<file path="src/rtl/result_deskew_writer_if.sv">
// Handshake/bus bundle between the systolic array, the deskew writer and the results SRAM.
// No latency of its own; plain wires grouped for connection.
// No backpressure: the producer streams rows and the SRAM accepts every write.
interface result_deskew_writer_if #(
    parameter int MATRIX_SIZE    = 8,
    parameter int PARTIAL_SUM_BW = 20,
    parameter int ADDRESSSIZE    = 10
);
    logic                                  start;
    logic [ADDRESSSIZE-1:0]                base_addr;
    logic                                  in_valid;
    logic [PARTIAL_SUM_BW*MATRIX_SIZE-1:0] psum_in;
    logic                                  wr_en;
    logic [ADDRESSSIZE-1:0]                wr_addr;
    logic [PARTIAL_SUM_BW*MATRIX_SIZE-1:0] wr_data;
    logic                                  busy;
    logic                                  done;
    logic                                  err;

    modport master (
        output start, base_addr, in_valid, psum_in,
        input  wr_en, wr_addr, wr_data, busy, done, err
    );

    modport slave (
        input  start, base_addr, in_valid, psum_in,
        output wr_en, wr_addr, wr_data, busy, done, err
    );
endinterface

</file>
<file path="src/rtl/result_deskew_writer.sv">
// Realigns skewed partial-sum rows into one word per row and writes a tile to the results SRAM.
// Latency: in_valid at cycle t -> registered wr_en at cycle t+MATRIX_SIZE; done one cycle after the last write.
// No backpressure: full-throughput input; in_valid outside COLLECT is dropped and flags sticky err.
// Optional feature: define RESULT_REVERSE_EN to place column 0 in the MSB slice of wr_data.
module result_deskew_writer #(
    parameter int MATRIX_SIZE    = 8,
    parameter int PARTIAL_SUM_BW = 20,
    parameter int ADDRESSSIZE    = 10,
    parameter int NUM_ROWS       = 8
) (
    input  logic                   clk,
    input  logic                   rstn,
    result_deskew_writer_if.slave  bus
);
    localparam int MS  = MATRIX_SIZE;
    localparam int PSB = PARTIAL_SUM_BW;
    localparam int AS  = ADDRESSSIZE;
    localparam int W   = PSB * MS;
    localparam int CW  = $clog2(NUM_ROWS + 1);

    typedef enum logic [1:0] {S_IDLE, S_COLLECT, S_DRAIN, S_DONE} state_t;

    state_t          state_q, state_d;
    logic [AS-1:0]   base_q;
    logic [CW-1:0]   row_cnt_q;
    logic [CW-1:0]   wr_cnt_q;
    logic            err_q;
    logic [MS-2:0]   vld_q;
    logic            wr_en_q;
    logic [AS-1:0]   wr_addr_q;
    logic [W-1:0]    wr_data_q;
    logic [W-1:0]    aligned_row;
    logic            vld_out;
    logic            accept;
    logic            start_ok;

    assign accept   = bus.in_valid && (state_q == S_COLLECT);
    assign start_ok = bus.start && (state_q == S_IDLE);
    assign vld_out  = vld_q[MS-2];

    // Column c arrives c cycles late, so it waits MS-1-c more cycles; all columns line up at t+MS-1.
    for (genvar c = 0; c < MS; c++) begin : g_col
        localparam int D  = MS - 1 - c;
`ifdef RESULT_REVERSE_EN
        localparam int OC = MS - 1 - c;
`else
        localparam int OC = c;
`endif
        if (D == 0) begin : g_direct
            assign aligned_row[OC*PSB +: PSB] = bus.psum_in[c*PSB +: PSB];
        end else begin : g_delay
            logic [PSB-1:0] sh_q [D];
            // Data-only shift line; validity travels separately in vld_q.
            always_ff @(posedge clk) begin
                sh_q[0] <= bus.psum_in[c*PSB +: PSB];
                for (int i = 1; i < D; i++) begin
                    sh_q[i] <= sh_q[i-1];
                end
            end
            assign aligned_row[OC*PSB +: PSB] = sh_q[D-1];
        end
    end

    // Next-state logic for the tile sequencer.
    always_comb begin
        state_d = state_q;
        case (state_q)
            S_IDLE:    if (bus.start) state_d = S_COLLECT;
            S_COLLECT: if (accept && row_cnt_q == CW'(NUM_ROWS - 1)) state_d = S_DRAIN;
            S_DRAIN:   if (wr_cnt_q == CW'(NUM_ROWS)) state_d = S_DONE;
            S_DONE:    state_d = S_IDLE;
            default:   state_d = S_IDLE;
        endcase
    end

    // State register plus the tile bookkeeping (base, counters, sticky error).
    always_ff @(posedge clk) begin
        if (!rstn) begin
            state_q   <= S_IDLE;
            base_q    <= '0;
            row_cnt_q <= '0;
            wr_cnt_q  <= '0;
            err_q     <= 1'b0;
        end else begin
            state_q <= state_d;
            if (start_ok) begin
                base_q    <= bus.base_addr;
                row_cnt_q <= '0;
                wr_cnt_q  <= '0;
                err_q     <= 1'b0;
            end else begin
                if (accept)  row_cnt_q <= row_cnt_q + CW'(1);
                if (vld_out) wr_cnt_q  <= wr_cnt_q + CW'(1);
                if (bus.in_valid && state_q != S_COLLECT) err_q <= 1'b1;
            end
        end
    end

    // Row-valid delay line and registered SRAM write port; reset flushes rows in flight.
    always_ff @(posedge clk) begin
        if (!rstn) begin
            vld_q     <= '0;
            wr_en_q   <= 1'b0;
            wr_addr_q <= '0;
            wr_data_q <= '0;
        end else begin
            vld_q   <= {vld_q[MS-3:0], accept};
            wr_en_q <= vld_out;
            if (vld_out) begin
                wr_addr_q <= base_q + AS'(wr_cnt_q);
                wr_data_q <= aligned_row;
            end
        end
    end

    assign bus.wr_en   = wr_en_q;
    assign bus.wr_addr = wr_addr_q;
    assign bus.wr_data = wr_data_q;
    assign bus.busy    = (state_q == S_COLLECT) || (state_q == S_DRAIN);
    assign bus.done    = (state_q == S_DONE);
    assign bus.err     = err_q;
endmodule

</file>
<file path="src/flat_wrapper.sv">
// flat-port wrapper written by rule: the top's interface ports become plain ports
module result_deskew_writer_flat 
#(
    parameter int MATRIX_SIZE    = 8,
    parameter int PARTIAL_SUM_BW = 20,
    parameter int ADDRESSSIZE    = 10,
    parameter int NUM_ROWS       = 8
)
  (clk, rstn, bus_start, bus_base_addr, bus_in_valid, bus_psum_in, bus_wr_en, bus_wr_addr, bus_wr_data, bus_busy, bus_done, bus_err);
  result_deskew_writer_if #(.MATRIX_SIZE(MATRIX_SIZE), .PARTIAL_SUM_BW(PARTIAL_SUM_BW), .ADDRESSSIZE(ADDRESSSIZE)) bus_i ();
  input  logic clk;
  input  logic rstn;
  input wire logic [$bits(bus_i.start)-1:0] bus_start;
  input wire logic [$bits(bus_i.base_addr)-1:0] bus_base_addr;
  input wire logic [$bits(bus_i.in_valid)-1:0] bus_in_valid;
  input wire logic [$bits(bus_i.psum_in)-1:0] bus_psum_in;
  output wire logic [$bits(bus_i.wr_en)-1:0] bus_wr_en;
  output wire logic [$bits(bus_i.wr_addr)-1:0] bus_wr_addr;
  output wire logic [$bits(bus_i.wr_data)-1:0] bus_wr_data;
  output wire logic [$bits(bus_i.busy)-1:0] bus_busy;
  output wire logic [$bits(bus_i.done)-1:0] bus_done;
  output wire logic [$bits(bus_i.err)-1:0] bus_err;
  assign bus_i.start = bus_start;
  assign bus_i.base_addr = bus_base_addr;
  assign bus_i.in_valid = bus_in_valid;
  assign bus_i.psum_in = bus_psum_in;
  assign bus_wr_en = bus_i.wr_en;
  assign bus_wr_addr = bus_i.wr_addr;
  assign bus_wr_data = bus_i.wr_data;
  assign bus_busy = bus_i.busy;
  assign bus_done = bus_i.done;
  assign bus_err = bus_i.err;
  result_deskew_writer #(.MATRIX_SIZE(MATRIX_SIZE), .PARTIAL_SUM_BW(PARTIAL_SUM_BW), .ADDRESSSIZE(ADDRESSSIZE), .NUM_ROWS(NUM_ROWS)) u_core (.clk(clk), .rstn(rstn), .bus(bus_i));
endmodule
</file>
<file path="config.mk">
export PLATFORM = sky130hd
export DESIGN_NAME = result_deskew_writer_flat
export DESIGN_NICKNAME = d
export VERILOG_FILES = /design/src/rtl/result_deskew_writer_if.sv /design/src/rtl/result_deskew_writer.sv /design/src/flat_wrapper.sv
export SDC_FILE = /design/constraint.sdc
export NUM_CORES = 1
export LEC_CHECK = 0
export CAP_MARGIN = 20
export CORE_ASPECT_RATIO = 1.1
export CORE_UTILIZATION = 50
export DETAILED_ROUTE_END_ITERATION = 10
export PLACE_DENSITY_LB_ADDON = 0.05
export SYNTH_ARGS = -nofsm -noshare
export SYNTH_HDL_FRONTEND = slang
export SYNTH_SLANG_ARGS = --single-unit
</file>
<file path="constraint.sdc">
create_clock -name clk -period 2.49 [get_ports clk]
set_clock_uncertainty 0.2 [all_clocks]
set_input_delay 0.498 -clock clk [delete_from_list [all_inputs] [get_ports clk]]
set_output_delay 0.498 -clock clk [all_outputs]
set_load 0.05 [all_outputs]
</file>
* Word level (Yosys, flattened, before mapping)
Memory sizes are Yosys's and may differ from the RTL's. A register that Yosys moved wholly into a read port is not among the register bits.
Cells that the tools add are included.
W data, S select, Z words.
** Cells by class
- Add/sub/neg operators :: 3
- $mul :: 0
- Div/mod/pow operators :: 0
- Magnitude comparators :: 0
- Equal/unequal tests :: 9
- Shifts and indexed selects :: 0
- Mux-type cells :: 4
- Bitwise operators :: 1
- Reduce and logical (&&, ||, !) cells :: 15
** Operators by type and width (number)
- $add A10 B4 Y10 :: 1
- $add A4 B1 Y4 const B :: 2
- $pmux W2 S4 :: 1
- $logic_not A1 Y1 :: 7
- $mux W2 :: 3
- $eq A2 B2 Y1 const B :: 2
- $eq A4 B3 Y1 const B :: 1
- $eq A4 B4 Y1 const B :: 1
- $logic_and A1 B1 Y1 :: 4
- $ne A2 B1 Y1 const B :: 2
- $ne A2 B2 Y1 const B :: 2
- $reduce_and A3 Y1 :: 1
- $eq A2 B1 Y1 const B :: 1
- $logic_not A2 Y1 :: 1
- $reduce_or A2 Y1 :: 1
- $logic_or A1 B1 Y1 :: 1
- $not A1 Y1 :: 1
** Storage, ports and cells
- Register bits after elaboration :: 199
- Latch bits :: 0
- Bits in writable memories :: 560
- Bits in read-only memories :: 0
- Bits of input ports :: 174
- Output and inout bits :: 174
- Logic and storage cells :: 48
- Memories :: 7
** Memories
- u_core.g_col[0].g_delay.sh_q :: depth 7, width 20, read ports 7, clocked after memory_dff 1, write ports 7, RTL line result_deskew_writer.sv:52 : logic [PSB-1:0] sh_q [D];
- u_core.g_col[1].g_delay.sh_q :: depth 6, width 20, read ports 6, clocked after memory_dff 1, write ports 6, RTL line result_deskew_writer.sv:52
- u_core.g_col[2].g_delay.sh_q :: depth 5, width 20, read ports 5, clocked after memory_dff 1, write ports 5, RTL line result_deskew_writer.sv:52
- u_core.g_col[3].g_delay.sh_q :: depth 4, width 20, read ports 4, clocked after memory_dff 1, write ports 4, RTL line result_deskew_writer.sv:52
- u_core.g_col[4].g_delay.sh_q :: depth 3, width 20, read ports 3, clocked after memory_dff 1, write ports 3, RTL line result_deskew_writer.sv:52
- u_core.g_col[5].g_delay.sh_q :: depth 2, width 20, read ports 2, clocked after memory_dff 1, write ports 2, RTL line result_deskew_writer.sv:52
- +1 memories

* Longest topological paths before layout
- Depth after elaboration :: 5
- Mapped depth :: 6
- Depth with buffers taken out :: 6

* Worst setup path before layout
OpenSTA, ideal clock, no wires.
- Path type :: flip-flop to flip-flop
- From :: register u_core.wr_cnt_q[0]
- To :: register u_core.wr_addr_q[8], in the netlist u_core.bus.wr_addr[8]
- Setup time :: 91 ps
- Data arrival time :: 1748 ps
- Required time :: 2199 ps
- Setup slack :: 451 ps
- Stages on the path, launching flop included :: 7
- Period minus slack after synthesis :: 2039 ps
- Cells stage by stage :: dfxtp_1 -> ha_1 -> fa_1 -> a21o_1 -> a21oi_2 -> o21ai_0 -> a311oi_1
** Between the ends
- Cells in the longest elaborated chain, start to end :: 1
** RTL lines
- from (decl) :: RTL line result_deskew_writer.sv:26 : logic [CW-1:0] wr_cnt_q;
- from (signal assigned) :: RTL line result_deskew_writer.sv:93 : if (vld_out) wr_cnt_q <= wr_cnt_q + CW'(1);
- $add A10 B4 Y10 :: RTL line result_deskew_writer.sv:110 : wr_addr_q <= base_q + AS'(wr_cnt_q);
- to (signal assigned) :: RTL line result_deskew_writer.sv:110
- to (decl) :: RTL line result_deskew_writer.sv:30 : logic [AS-1:0] wr_addr_q;
No other way between the ends.
A chain may end at the register's enable or synchronous reset.

* Worst setup path after layout
- From :: register u_core.wr_data_q[71], in the netlist u_core.bus.wr_data[71], read port of u_core.g_col[3].g_delay.sh_q
- To :: output bus_wr_data[71]
** RTL lines
- from (decl) :: RTL line result_deskew_writer.sv:31 : logic [W-1:0] wr_data_q;
- to (decl) :: RTL line flat_wrapper.sv:19 : output wire logic [$bits(bus_i.wr_data)-1:0] bus_wr_data;
No word-level cell between the ends.

==> run_results.csv <==
group,metric,value,unit
place,gp_congestion,0.769,
floorplanning,dieArea,37800,um2
cells_and_area,finish.net_count,1842,
global_routing,antenna_found_initial,4,
yosys,synth_compound_gate_area_share,0.0129,
yosys,netlist_top_cells_count,"dfxtp_1 (759), nor2_1 (174), mux2i_1 (163), nand2_1 (29), clkbuf_1 (21)",
clock_tree,cts_max_path_buffers,3,
routing,dr_wl_met3,3100,um
critical_path,path_class,"reg2out",
cells_and_area,drive_above_1_share,0.0728,
critical_path,path_max_fanout,2,
routing,dr_wl_met2,15200,um
global_routing,grt_first_pass_wirelength,48500,um
job,maxCapViolations,0,
routing,detail-route-antenna-nets,0,
clock_tree,cts.clk_slew.worst_paths,60,ps
routing,highest_layer,"met5",
critical_path,timing.rr.start,"u_core.wr_cnt_q[0]$_SDFFE_PP0P_",
yosys,ys.flop_type,"dfxtp_1",
sta,final.setup.tns,0,ps
floorplanning,num_rows,73,
routing,drtPass1Iterations,4,
yosys,synthMuxAreaShare,0.0882,
global_routing,grt_max_degree,50,
routing,vias_per_cell,4.42,
sta,hold_violations,0,
yosys,synth_warnings,0,
cells_and_area,fin_area,24800,um2
clock_tree,cts-root-buf,"clkbuf_16",
critical_path,end_kind,"primary output",
critical_path,startpoint,"u_core.bus.wr_data[71]$_SDFFE_PN0P_",
floorplanning,core_area,36300,um2
critical_path,crit_chain,"clkdlybuf4s50_1",
sta,period_share,0.978,
critical_path,cpMaxStageDelayCell,"clkdlybuf4s50_1",
routing,drt-initial-drc-count,367,
yosys,synth_nets,1456,
floorplanning,initial_core_util,0.510,
global_routing,track_usage,0.167,
routing,wl_per_cell,14.3,um
yosys,synth_most_common_cell,"dfxtp_1",
place,portBuffers,347,
power,power_density,961,nW/um2
yosys,synth.area.top_cells,"dfxtp_1 (82%), mux2i_1 (8.8%), nor2_1 (3.5%)",
clock_tree,ctsHoldBuffers,0,
floorplanning,die_h,204,um
critical_path,worstPathArrival,1740,ps
power,irDropWorstVdd,0.837,mV
sta,period_minus_slack,2440,ps
routing,wl,31300,um
sta,drv_slew,0,
power,p_leak,10.2,nW
floorplanning,top_level_ports,348,
yosys,yosys.area_share.adder,0.00920,
routing,wl_met1,12200,um
sta,finalSetupViolations,0,
routing,drc,0,
yosys,synth_edf_count,0,
critical_path,cp_slowest_stage_delay,830,ps
status,outcome,"finished clean",
clock_tree,cts_tree,"yes",
sta,slew_headroom,0.595,
yosys,synth_seq_area_share,0.821,
cells_and_area,fillers,2693,
worst_hold_path,hold_class,"reg2reg",
global_routing,grt_overflow,0,
yosys,synthSimpleGateAreaFrac,0.0528,
critical_path,critical-path-top-delay-family,"buffers and inverters",
cells_and_area,syn_to_final_growth,34.2,%
sta,rsz0062_at_grt,"false",
sta,setup_ws,53.5,ps
worst_hold_path,hp-start,"u_core.g_col[2].g_delay.sh_q[3][7]$_DFF_P_",
clock_tree,cts_buffers,69,
critical_path,cp-start-kind,"register",
global_routing,first_global_vias,9551,
yosys,synth_top_family_by_area,"multiplexers",
yosys,ys_types,44,
yosys,synth_area,18500,um2
yosys,synth_top_area_frac,0.821,
clock_tree,cts_max_level,3,
yosys,ys_seq_elements,759,
floorplanning,die_w,185,um
yosys,synth_area_per_cell,14.6,um2
sta,worst_pin_slew,610,ps
critical_path,path_buf_inv,1,
sta,max_freq,0.410,GHz
routing,vias,9690,
clock_tree,clock-sinks,759,
yosys,synthCells,1269,
place,place_ws,265,ps
place,hpwl,20200,um
cells_and_area,seq_area,15200,um2
yosys,synth-xor-area-share,0.00284,
cells_and_area,multi_input_area,3070,um2
critical_path,crit_required,1790,ps
yosys,yosysTopAreaCell,"dfxtp_1",
yosys,synthArstFlopShare,0,
place,dpl_cell_area,22600,um2
clock_tree,worstSkewPairLatency,570,ps
## per-stage QoR
step / util / hold slack (ps) / power, mW / cells
floorplan: - / 110 / 13.4 / 1269
global placement: 0.622 / 110 / 13.8 / 2071
detailed placement: 0.622 / 112 / 13.9 / 2071
CTS: 0.683 / 116 / 24.2 / 2191
global route: 0.684 / 122 / 24.8 / 2192
finish: 0.685 / 119 / 23.8 / 2193
## flip-flops by register name, indices dropped and copies added, names as in the netlist
name / count
u_core.g_col.g_delay.sh_q: 560
u_core.bus.wr_data: 160
u_core.base_q: 10
u_core.bus.wr_addr: 10
u_core.vld_q: 7
u_core.row_cnt_q: 4
u_core.wr_cnt_q: 4
u_core.state_q: 2
u_core.bus.err: 1
u_core.bus.wr_en: 1
## routing by layer
| metal | GRT usage | vias to the layer above |
|---|---|---|
| li1 | - | 4875 |
| met1 | 0.180 | 4472 |
| met4 | 0.0753 | 4 |
| met5 | 0 | - |
| met2 | 0.284 | 274 |
| met3 | 0.0707 | 65 |
## worst paths after layout
| kind | end | slack (ps) | cells after the start |
|---|---|---|---|
| hold reg to reg | u_core.g_col[2].g_delay.sh_q[4][7]$_DFF_P_ | 120 | 0 |
| setup / recovery | bus_wr_data[71] | 50 | 1 |
| hold / removal | u_core.g_col[2].g_delay.sh_q[4][7]$_DFF_P_ | 120 | 0 |
| setup reg to reg | u_core.bus.wr_addr[8]$_SDFFE_PN0P_ | 280 | 6 |
## timing repair
action / 4_1_cts / 5_1_grt
resized for setup: 31 / 24
buffers inserted: 0 / 0
endpoints found under the setup margin: 31 / 24
## cells in the final DEF (no fill, tap or decap), types with 13 or more instances in the layout
cell and instances:
clkinv_2 13, clkbuf_16 71, dlymetal6s2s_1 24, dfxtp_1 758, clkbuf_1 14, mux2i_1 163, a21oi_1 16, nor2_1 174
dlygate4sd2_1 31, nand2_1 29, clkdlybuf4s50_1 290
## where the power goes
group          internal, mW  switching (mW)  total, mW
logic                 0.398           0.380      0.778
clock network          6.02            4.21       10.2
registers              12.7           0.151       12.8
total                  19.1            4.74       23.8
## layout make-up
cell class | count | share of cell area
sequential | 759 | 0.612
clock buffer | 97 | 0.0804
clock inverter | 23 | 0.0101
inverter | 8 | 0.00141
antenna | 2 | 0.000202
multi-input combinational | 459 | 0.124
timing repair buffer | 358 | 0.147
tap | 487 | 0.0245
## kinds of logic (layout without fill, tap and decap cells)
group           after synthesis  after routing
compound gates               38             38
xor+xnor                      6              6
fa+ha+maj                    13             13
buf+inv                      51            486
flops                       759            759
mux                         163            163
other cells                   0              2
simple gates                239            239
Note: power is estimated with default switching activity, not from simulation.
